`src/rtl/seg_frame_sched.sv`:
```
// seg_frame_sched: round-robin frame scheduler between two 32-bit hex
// requesters and the digit-decode / parallel-to-serial shifter. Issues a
// start pulse, tracks the shifter's fin handshake under timeouts, and
// returns a per-requester ack once the frame has been shifted out.
module seg_frame_sched #(
    parameter int BUSY_TO    = 8,
    parameter int DONE_TO    = 256,
    parameter int GAP_CYCLES = 4
) (
    input  logic        clk,
    input  logic        CR,
    input  logic        req_a,
    input  logic [31:0] num_a,
    output logic        ack_a,
    input  logic        req_b,
    input  logic [31:0] num_b,
    output logic        ack_b,
    input  logic        p2s_fin,
    output logic        p2s_start,
    output logic [31:0] p2s_num,
    output logic        busy,
    output logic        owner,
    output logic        err
);

    localparam int TO_MAX = (BUSY_TO > DONE_TO) ? BUSY_TO : DONE_TO;
    localparam int TO_W   = $clog2(TO_MAX) + 1;
    localparam int GAP_W  = $clog2(GAP_CYCLES) + 1;

    // Last counter value before a timeout / end of gap; counters never pass it.
    localparam logic [TO_W-1:0]  BUSY_LAST = TO_W'(BUSY_TO - 1);
    localparam logic [TO_W-1:0]  DONE_LAST = TO_W'(DONE_TO - 1);
    localparam logic [GAP_W-1:0] GAP_LAST  = GAP_W'(GAP_CYCLES - 1);

    typedef enum logic [2:0] {
        IDLE,
        START,
        WAIT_BUSY,
        WAIT_DONE,
        ACK,
        GAP
    } state_t;

    state_t            state_q, state_d;
    logic [TO_W-1:0]   to_cnt_q, to_cnt_d;
    logic [GAP_W-1:0]  gap_cnt_q, gap_cnt_d;
    logic              rr_q, rr_d;
    logic              owner_q, owner_d;
    logic              err_q, err_d;
    logic [31:0]       num_q, num_d;
    logic              start_q, start_d;
    logic              ack_a_q, ack_a_d;
    logic              ack_b_q, ack_b_d;
    logic              busy_q, busy_d;
    logic              grant_b;

    // State register and all registered outputs.
    always_ff @(posedge clk or posedge CR) begin
        if (CR) begin
            state_q   <= IDLE;
            to_cnt_q  <= '0;
            gap_cnt_q <= '0;
            rr_q      <= 1'b0;
            owner_q   <= 1'b0;
            err_q     <= 1'b0;
            num_q     <= '0;
            start_q   <= 1'b0;
            ack_a_q   <= 1'b0;
            ack_b_q   <= 1'b0;
            busy_q    <= 1'b0;
        end else begin
            state_q   <= state_d;
            to_cnt_q  <= to_cnt_d;
            gap_cnt_q <= gap_cnt_d;
            rr_q      <= rr_d;
            owner_q   <= owner_d;
            err_q     <= err_d;
            num_q     <= num_d;
            start_q   <= start_d;
            ack_a_q   <= ack_a_d;
            ack_b_q   <= ack_b_d;
            busy_q    <= busy_d;
        end
    end

    // Next-state logic: arbitration, handshake tracking, timeout and gap counting.
    always_comb begin
        state_d   = state_q;
        to_cnt_d  = '0;
        gap_cnt_d = '0;
        rr_d      = rr_q;
        owner_d   = owner_q;
        err_d     = err_q;
        num_d     = num_q;
        grant_b   = req_b && (!req_a || rr_q);
        case (state_q)
            IDLE: begin
                if (req_a || req_b) begin
                    owner_d = grant_b;
                    rr_d    = ~grant_b;
                    num_d   = grant_b ? num_b : num_a;
                    state_d = START;
                end
            end
            START: state_d = WAIT_BUSY;
            WAIT_BUSY: begin
                if (!p2s_fin) begin
                    state_d = WAIT_DONE;
                end else if (to_cnt_q == BUSY_LAST) begin
                    err_d   = 1'b1;
                    state_d = GAP;
                end else begin
                    to_cnt_d = to_cnt_q + TO_W'(1);
                end
            end
            WAIT_DONE: begin
                if (p2s_fin) begin
                    state_d = ACK;
                end else if (to_cnt_q == DONE_LAST) begin
                    err_d   = 1'b1;
                    state_d = GAP;
                end else begin
                    to_cnt_d = to_cnt_q + TO_W'(1);
                end
            end
            ACK: state_d = GAP;
            GAP: begin
                if (gap_cnt_q == GAP_LAST) begin
                    state_d = IDLE;
                end else begin
                    gap_cnt_d = gap_cnt_q + GAP_W'(1);
                end
            end
            default: state_d = IDLE;
        endcase
    end

    // Output decode from the upcoming state so every output leaves a flop.
    always_comb begin
        start_d = (state_d == START);
        ack_a_d = (state_d == ACK) && !owner_d;
        ack_b_d = (state_d == ACK) && owner_d;
        busy_d  = (state_d != IDLE);
    end

    assign p2s_start = start_q;
    assign p2s_num   = num_q;
    assign ack_a     = ack_a_q;
    assign ack_b     = ack_b_q;
    assign busy      = busy_q;
    assign owner     = owner_q;
    assign err       = err_q;

endmodule

```
`config.mk`:
```
export PLATFORM = sky130hd
export DESIGN_NAME = seg_frame_sched
export DESIGN_NICKNAME = d
export VERILOG_FILES = /design/src/rtl/seg_frame_sched.sv
export SDC_FILE = /design/constraint.sdc
export NUM_CORES = 1
export LEC_CHECK = 0
export ABC_AREA = 1
export CORE_MARGIN = 2
export CORE_UTILIZATION = 47
export DETAILED_ROUTE_END_ITERATION = 8
export PLACE_DENSITY = 0.93
export SKIP_CTS_REPAIR_TIMING = 1
export SLEW_MARGIN = 20
export SYNTH_ARGS = -nofsm -noshare
export SYNTH_HDL_FRONTEND = slang
export SYNTH_SLANG_ARGS = --single-unit
```
`constraint.sdc`:
```
create_clock -name clk -period 2.7 [get_ports clk]
set_input_delay 0.54 -clock clk [delete_from_list [all_inputs] [get_ports clk]]
set_output_delay 0.54 -clock clk [all_outputs]
set_load 0.01 [all_outputs]
```
==> results of run 1 <==
## metal layers
| metal | vias up | global-route usage [%] |
|---|---|---|
| met5 | - | 0 |
| met4 | 0 | 4.24 |
| met3 | 7 | 5.33 |
| met2 | 85 | 39.3 |
| met1 | 1151 | 28.2 |
| li1 | 1182 | - |
## report_power, final
| part | internal, W | switching, W |
|---|---|---|
| Sequential | 0.00112 | 0.000186 |
| Combinational | 0.000909 | 0.000965 |
| Clock | 0.000395 | 0.000267 |
| Total | 0.00242 | 0.00142 |
## cells by family (layout without fill, tap and decap cells)
logic type	Yosys count	in the layout	share of synthesized area [%]
flops	54	54	48.8
compound gates	79	79	22.5
buf+inv	35	140	6.55
xor+xnor	3	3	0.949
simple gates	126	126	19.3
fa+ha+maj	4	4	1.81
## flip-flops by register name, summed over array words and instances (netlist names)
register	cells
ack_a	1
ack_b	1
busy	1
err	1
gap_cnt_q	3
owner	1
p2s_num	32
p2s_start	1
rr_q	1
state_q	3
to_cnt_q	9
## cell usage after synthesis
cell type and n:
o21ai_2 58, o21bai_1 1, buf_6 4, nor2_2 3, o21ai_0 8, inv_2 3
nand3_4 2, a21oi_1 7, xor2_1 2, o21ai_1 2, xnor2_1 1, buf_2 6
dfrtp_1 54, buf_4 2, clkinv_4 1, nor3_1 3, nor2_1 52, nand3_1 9
ha_1 4, a21oi_2 1, a21boi_0 1, nand2_1 52, nand4_1 2, nand2_2 3
inv_1 19, o21a_1 1
## area by class of cell
cell class / instances / area share, %
Clock buffer: 6 / 2.06
Clock inverter: 2 / 1.50
Inverter: 23 / 2.28
Multi-Input combinational cell: 212 / 30.8
Sequential cell: 54 / 33.7
Tap cell: 72 / 2.25
Timing Repair Buffer: 109 / 27.3
## placed cells by master (no fill, tap or decap), drive strengths merged, types with 2 or more instances in the layout
cell,instances
a21oi,8
buf,3
bufinv,2
clkbuf,6
clkdlybuf4s50,106
dfrtp,54
ha,4
inv,22
nand2,55
nand3,11
nand4,2
nor2,55
nor3,3
o21ai,68
xor2,2
## stage by stage
stage	utilization, %	worst slack [ps]	hold slack, ps	power, W
3_3_place_gp	68.9	501	435	0.00313
5_1_grt	71.5	443	485	0.00409
2_1_floorplan	-	845	419	0.00240
6_report	71.5	604	453	0.00384
4_1_cts	71.5	629	460	0.00387
3_5_place_dp	68.9	437	447	0.00320
## worst paths after layout
kind / slack (ps) / from / to
max: 600 / to_cnt_q[0] / busy
min: 450 / gap_cnt_q[0] / gap_cnt_q[0]
max reg2reg: 600 / to_cnt_q[0] / busy
min reg2reg: 450 / gap_cnt_q[0] / gap_cnt_q[0]
max in group asynchronous: 1510 / CR / to_cnt_q[8]
min in group asynchronous: 610 / CR / p2s_num[6]
## worst max-delay path, stage by stage, from the launching register on
cell	delay, ps
dfrtp_1	380
ha_1	190
nand2_1	90
nor2_1	210
nand4_1	180
nor2_1	190
ha_1	240
nor2_1	100
nand3_4	130
nand3_1	130
nor2_1	110
nand2_1	50
==> flow_summary.json, run 1 <==
{
  "grt_max_degree": 37,
  "period_minus_slack_ps": 2100,
  "tritoncts": "yes",
  "rsz0062_at_grt": "false",
  "syn_nets": 374,
  "period_share_pct": 77.6,
  "die_area_um2": 6520,
  "ys_types": 26,
  "routed-via-count": 2425,
  "cellPowerDensity_nw_per_um2": 958,
  "htreeDepth": 2,
  "clk_pin_slew_ps": 100,
  "fmax_mhz": 477,
  "wl_met3_um": 423,
  "fin_setup_tns_ps": 0,
  "ir_worst_vdd_uv": 503,
  "stdcell_count": 478,
  "synth_area_leaders": "dfrtp_1 49%, o21ai_2 18%, nand2_1 7.0%",
  "wl_mm": 7.07,
  "finalHoldViolCount": 0,
  "ant_nets": 0,
  "core_um2": 5610,
  "ys_ff_latch": 54,
  "start_util_pct": 49.4,
  "num_antenna_cells": 0,
  "cp_data_arrival_time_ps": 2290,
  "ios": 107,
  "maxSlewHeadroom_pct": 45.9,
  "drc": 0,
  "drive_gt1_share_pct": 20.4,
  "initialDrtViolationCount": 124,
  "worst_skew_pair.late_latency_ps": 310,
  "place_area_um2": 3860,
  "max-clock-path-buffers": 2,
  "cts-root-buf": "clkbuf_8",
  "status": "finished, final reports clean",
  "fin_worst_skew_ps": 8.25,
  "required_ps": 2900,
  "dpl.cell_count": 470,
  "grt_pass1_vias": 2367,
  "tightest_slew_ps": 811,
  "postLayoutCellArea_um2": 4010,
  "grt_pass1_wl_mm": 11.3,
  "endpoint_kind": "flop",
  "dr_wl_met2_mm": 3.65,
  "cp_max_fo": 7,
  "area_delta_synth_final_pct": 44.7,
  "synth_top_cell_by_area": "dfrtp_1",
  "leakage_nw": 1.72,
  "regArea_um2": 1350,
  "synth-warning-count": 0,
  "hold_class": "reg -> reg",
  "numCtsBuffers": 5,
  "maxCapViolCount": 0,
  "dr.pass1.iters": 4,
  "slew_violations": 0,
  "viasPerCell": 5.07,
  "syn_inst": 301,
  "dp_hpwl_mm": 5.10,
  "r2r_cells": 11,
  "synth.top_cell.area_share_pct": 48.8,
  "globalplace.congestion": 0.856,
  "setup_viol": 0,
  "postSynthAreaPerCell_um2": 9.20,
  "min_delay_path_depth": 1,
  "cp-start-kind": "flop",
  "wl_per_cell_um": 14.8,
  "fp.dieW_um": 80.8,
  "grt_usage_pct": 22.3,
  "antenna_found_initial": 0,
  "chipHeight_um": 80.8,
  "grt-ovfl-total": 0,
  "rows": 27,
  "crit_type": "reg -> reg",
  "synth_area_um2": 2770,
  "wl_met1_mm": 2.92,
  "multi_input_area_um2": 1240,
  "synth-seq-area-share_pct": 48.8,
  "highest_layer": "met4",
  "fillers": 444,
  "clock_sinks": 54,
  "port_buffers": 106,
  "nets": 478
}
Power figures use the tool's default switching activity.
==> inputs of run 2 (changes only) <==
- CORE_UTILIZATION: 47 -> 44
- PLACE_DENSITY: 0.93 -> 0.88
- clock period: 2.7 -> 2.1 ns (I/O delays scaled with it)
==> flow_summary.json, run 2 (synthesized netlist as in run 1, its figures left out) <==
{
  "final_cell_mix": "106 x clkdlybuf4s50_1, 58 x o21ai_2, 54 x dfrtp_1",
  "leakage_nw": 1.74,
  "die_area_um2": 6940,
  "required_ps": 2280,
  "grt_max_degree": 55,
  "period_share_pct": 88.7,
  "tritoncts": "yes",
  "max-clock-path-buffers": 2,
  "numCtsBuffers": 5,
  "antenna_found_initial": 0,
  "ios": 107,
  "initialDrtViolationCount": 121,
  "holdCritStartpoint": "gap_cnt_q[0]",
  "wl_per_cell_um": 14.0,
  "clk_pin_slew_ps": 100,
  "fin_setup_tns_ps": 0,
  "worst_skew_pair.late_latency_ps": 300,
  "min_delay_path_depth": 1,
  "wl_mm": 6.79,
  "period_minus_slack_ps": 1860,
  "area_delta_synth_final_pct": 46.0,
  "maxCapViolCount": 0,
  "chipHeight_um": 83.3,
  "hold_class": "reg -> reg",
  "fmax_mhz": 537,
  "rsz0062_at_grt": "false",
  "r2r_slack_ps": 240,
  "cp_data_arrival_time_ps": 2050,
  "ir_worst_vdd_uv": 652,
  "fin_worst_skew_ps": 7.66,
  "port_buffers": 106,
  "viasPerCell": 4.97,
  "core_um2": 5990,
  "postLayoutCellArea_um2": 4040,
  "endpoint_kind": "flop",
  "grt-ovfl-total": 0,
  "grt_pass1_wl_mm": 11.5,
  "r2r-end": "busy",
  "r2r_cells": 11,
  "clock_sinks": 54,
  "drc": 0,
  "largest_reg_flops": 32,
  "routed-via-count": 2415,
  "finalHoldViolCount": 0,
  "ant_nets": 0,
  "grt_pass1_vias": 2444,
  "crit-reg2reg-launch": "to_cnt_q[0]",
  "tightest_slew_ps": 381,
  "cellPowerDensity_nw_per_um2": 1190,
  "place_area_um2": 3930,
  "globalplace.congestion": 0.824,
  "start_util_pct": 46.2,
  "fp.dieW_um": 83.3,
  "nets": 483,
  "slew_violations": 0,
  "crit_type": "reg -> reg",
  "dp_hpwl_mm": 5.07,
  "cp-start-kind": "flop",
  "status": "finished, final reports clean",
  "rows": 28,
  "setup_viol": 0,
  "drive_gt1_share_pct": 21.4,
  "holdPathEnd": "gap_cnt_q[0]",
  "cts-root-buf": "clkbuf_8",
  "maxSlewHeadroom_pct": 74.6,
  "num_antenna_cells": 0,
  "startpoint": "to_cnt_q[0]",
  "dr.pass1.iters": 4,
  "cp_max_fo": 7,
  "htreeDepth": 2,
  "grt_usage_pct": 20.2,
  "final_common_cell": "clkdlybuf4s50_1"
}
## run 2: area by class of cell
class | count | area (um2)
multi-input combinational | 212 | 1240
fill | 502 | 1950
inverter | 23 | 91.3
sequential | 54 | 1350
clock buffer | 8 | 110
tap | 75 | 93.8
timing repair buffer | 114 | 1160
## run 2: worst max path at each step
stage,endpoint,cells past startpoint
after CTS,to_cnt_q[5],11
after global routing,busy,11
after floorplan,ack_a,1
final,busy,11
after global placement,busy,10
after detailed placement,busy,10
## run 2: through the flow
stage / setup slack, ps / power [W] / instances / utilization (%) / hold WS, ps
floorplan: 365 / 0.00308 / 301 / - / 419
global placement: 289 / 0.00409 / 478 / 65.6 / 435
detailed placement: 263 / 0.00418 / 478 / 65.6 / 435
CTS: 262 / 0.00485 / 486 / 67.5 / 455
global route: 81.8 / 0.00515 / 486 / 67.5 / 504
finish: 237 / 0.00480 / 486 / 67.5 / 455
## run 2: critical path, cell delays in order, from the launching register on
cell	delay, ps
dfrtp_1	380
ha_1	190
nand2_1	80
nor2_1	130
nand4_1	140
nor2_1	170
ha_1	210
nor2_1	80
nand3_4	120
nand3_1	110
nor2_1	100
nand2_1	50
## run 2: routing by layer
layer	GRT usage [%]	routed length (um)
met1	26.0	2950
met4	4.47	52
met2	35.0	3430
met3	4.27	364
met5	0	0
## run 2: report_power, final
part	switching, W	total (W)	internal, W
clock network	0.000325	0.000659	0.000334
logic	0.00125	0.00247	0.00123
registers	0.000230	0.00167	0.00144
total	0.00180	0.00480	0.00300
==> edit, RTL diff (settings of run 1) <==
Put one more register stage on the output `err`, without a reset. The value now appears one clock later. The other outputs are not delayed to match.
--- a/src/rtl/seg_frame_sched.sv
+++ b/src/rtl/seg_frame_sched.sv
@@ -151,3 +151,5 @@
     assign owner     = owner_q;
-    assign err       = err_q;
+    always_ff @(posedge clk) begin
+        err <= err_q;
+    end
 
Check against the original RTL: same outputs for any inputs over 10 cycles, from zero or initial values; that may be too few to reach the edited logic, so the function may still have changed.
==> edit against run 1 <==
Design area shrank 0.97%; wire length is 5.4% lower; setup slack better by 0.064 ns; die area is 0.68% higher; power shrank 5.9%; sequential share of layout area is 0.83 points higher; sequential cell count increased by 1; area after synthesis is 0.72% higher; critical endpoint unchanged.
==> edit: results <==
group,metric,value,unit
detailed_routing,drt_first_iter_violations,140,
power_and_ir_drop,clock_power,0.438,mW
logic_synthesis,post_synth_num_cell_types,27,
power_and_ir_drop,vdd_ir_drop_max,0.6605,mV
min_path,hp-start,"err_q",
global_route,grt_pass1_vias,2373,
global_route,grt_first_pass_wirelength,10650,um
place,pre_cts_ws,0.4481,ns
global_route,groute.layer.met2.usage,37.77,%
logic_synthesis,net_count_of_the_mapped_netlist,375,
logic_synthesis,yosys.area_share.xor_xnor,0.9421,%
cells_and_area,drive_above_1_share,20.34,%
detailed_routing,avgViaCountPerCell,5.066,
detailed_routing,met3_length,370,um
run_status,outcome,"finished, final reports clean",
detailed_routing,wl_per_cell,13.85,um
sta,timing_worst_slew_pin_value,0.8521,ns
floorplan,die_area,0.006566,mm^2
global_route,grt_util_met3,5.444,%
power_and_ir_drop,power.share.clock,12.1,%
logic_synthesis,synth_adder_area_share,1.795,%
sta,finalClockSkew,0.009624,ns
power_and_ir_drop,internal_power,2.226,mW
place,gp_congestion,0.8096,
global_route,groute.usage.overall,20.98,%
power_and_ir_drop,share_seq_of_total_power,36.4,%
logic_synthesis,synth-async-reset-ratio,98.18,%
cells_and_area,instances_no_fill,483,
==> edit: cell count changes after synthesis <==
cell / before / now
dfxtp_1: 0 / 1
==> edit: area by class of cell <==
type | instances | area [um^2]
inverter | 23 | 91.34
clock inverter | 2 | 12.51
clock buffer | 6 | 72.57
fill | 473 | 1847
timing repair buffer | 110 | 1091
sequential | 55 | 1371
tap | 75 | 93.84
multi-input combinational | 212 | 1236
==> edit: kinds of logic after synthesis <==
family                     after synthesis
AOI/OAI and AO/OA                       79
xor gates and xnor gates                 3
adders and majority gates                4
buffers and inverters                   35
DFF                                     55
and+or+nand+nor                        126
==> edit: worst max-delay path by stage <==
stage	endpoint	slack [ns]
floorplan	ack_a	0.85
global placement	ack_b	0.49
detailed placement	ack_a	0.45
CTS	busy	0.68
global route	busy	0.47
finish	busy	0.67
==> edit: worst register-to-register path: cells and delay by family, from the launching register on <==
family,cells,cell delay [ns]
adders and majority gates,2,0.41
DFF,1,0.39
and+or+nand+nor,9,1.11
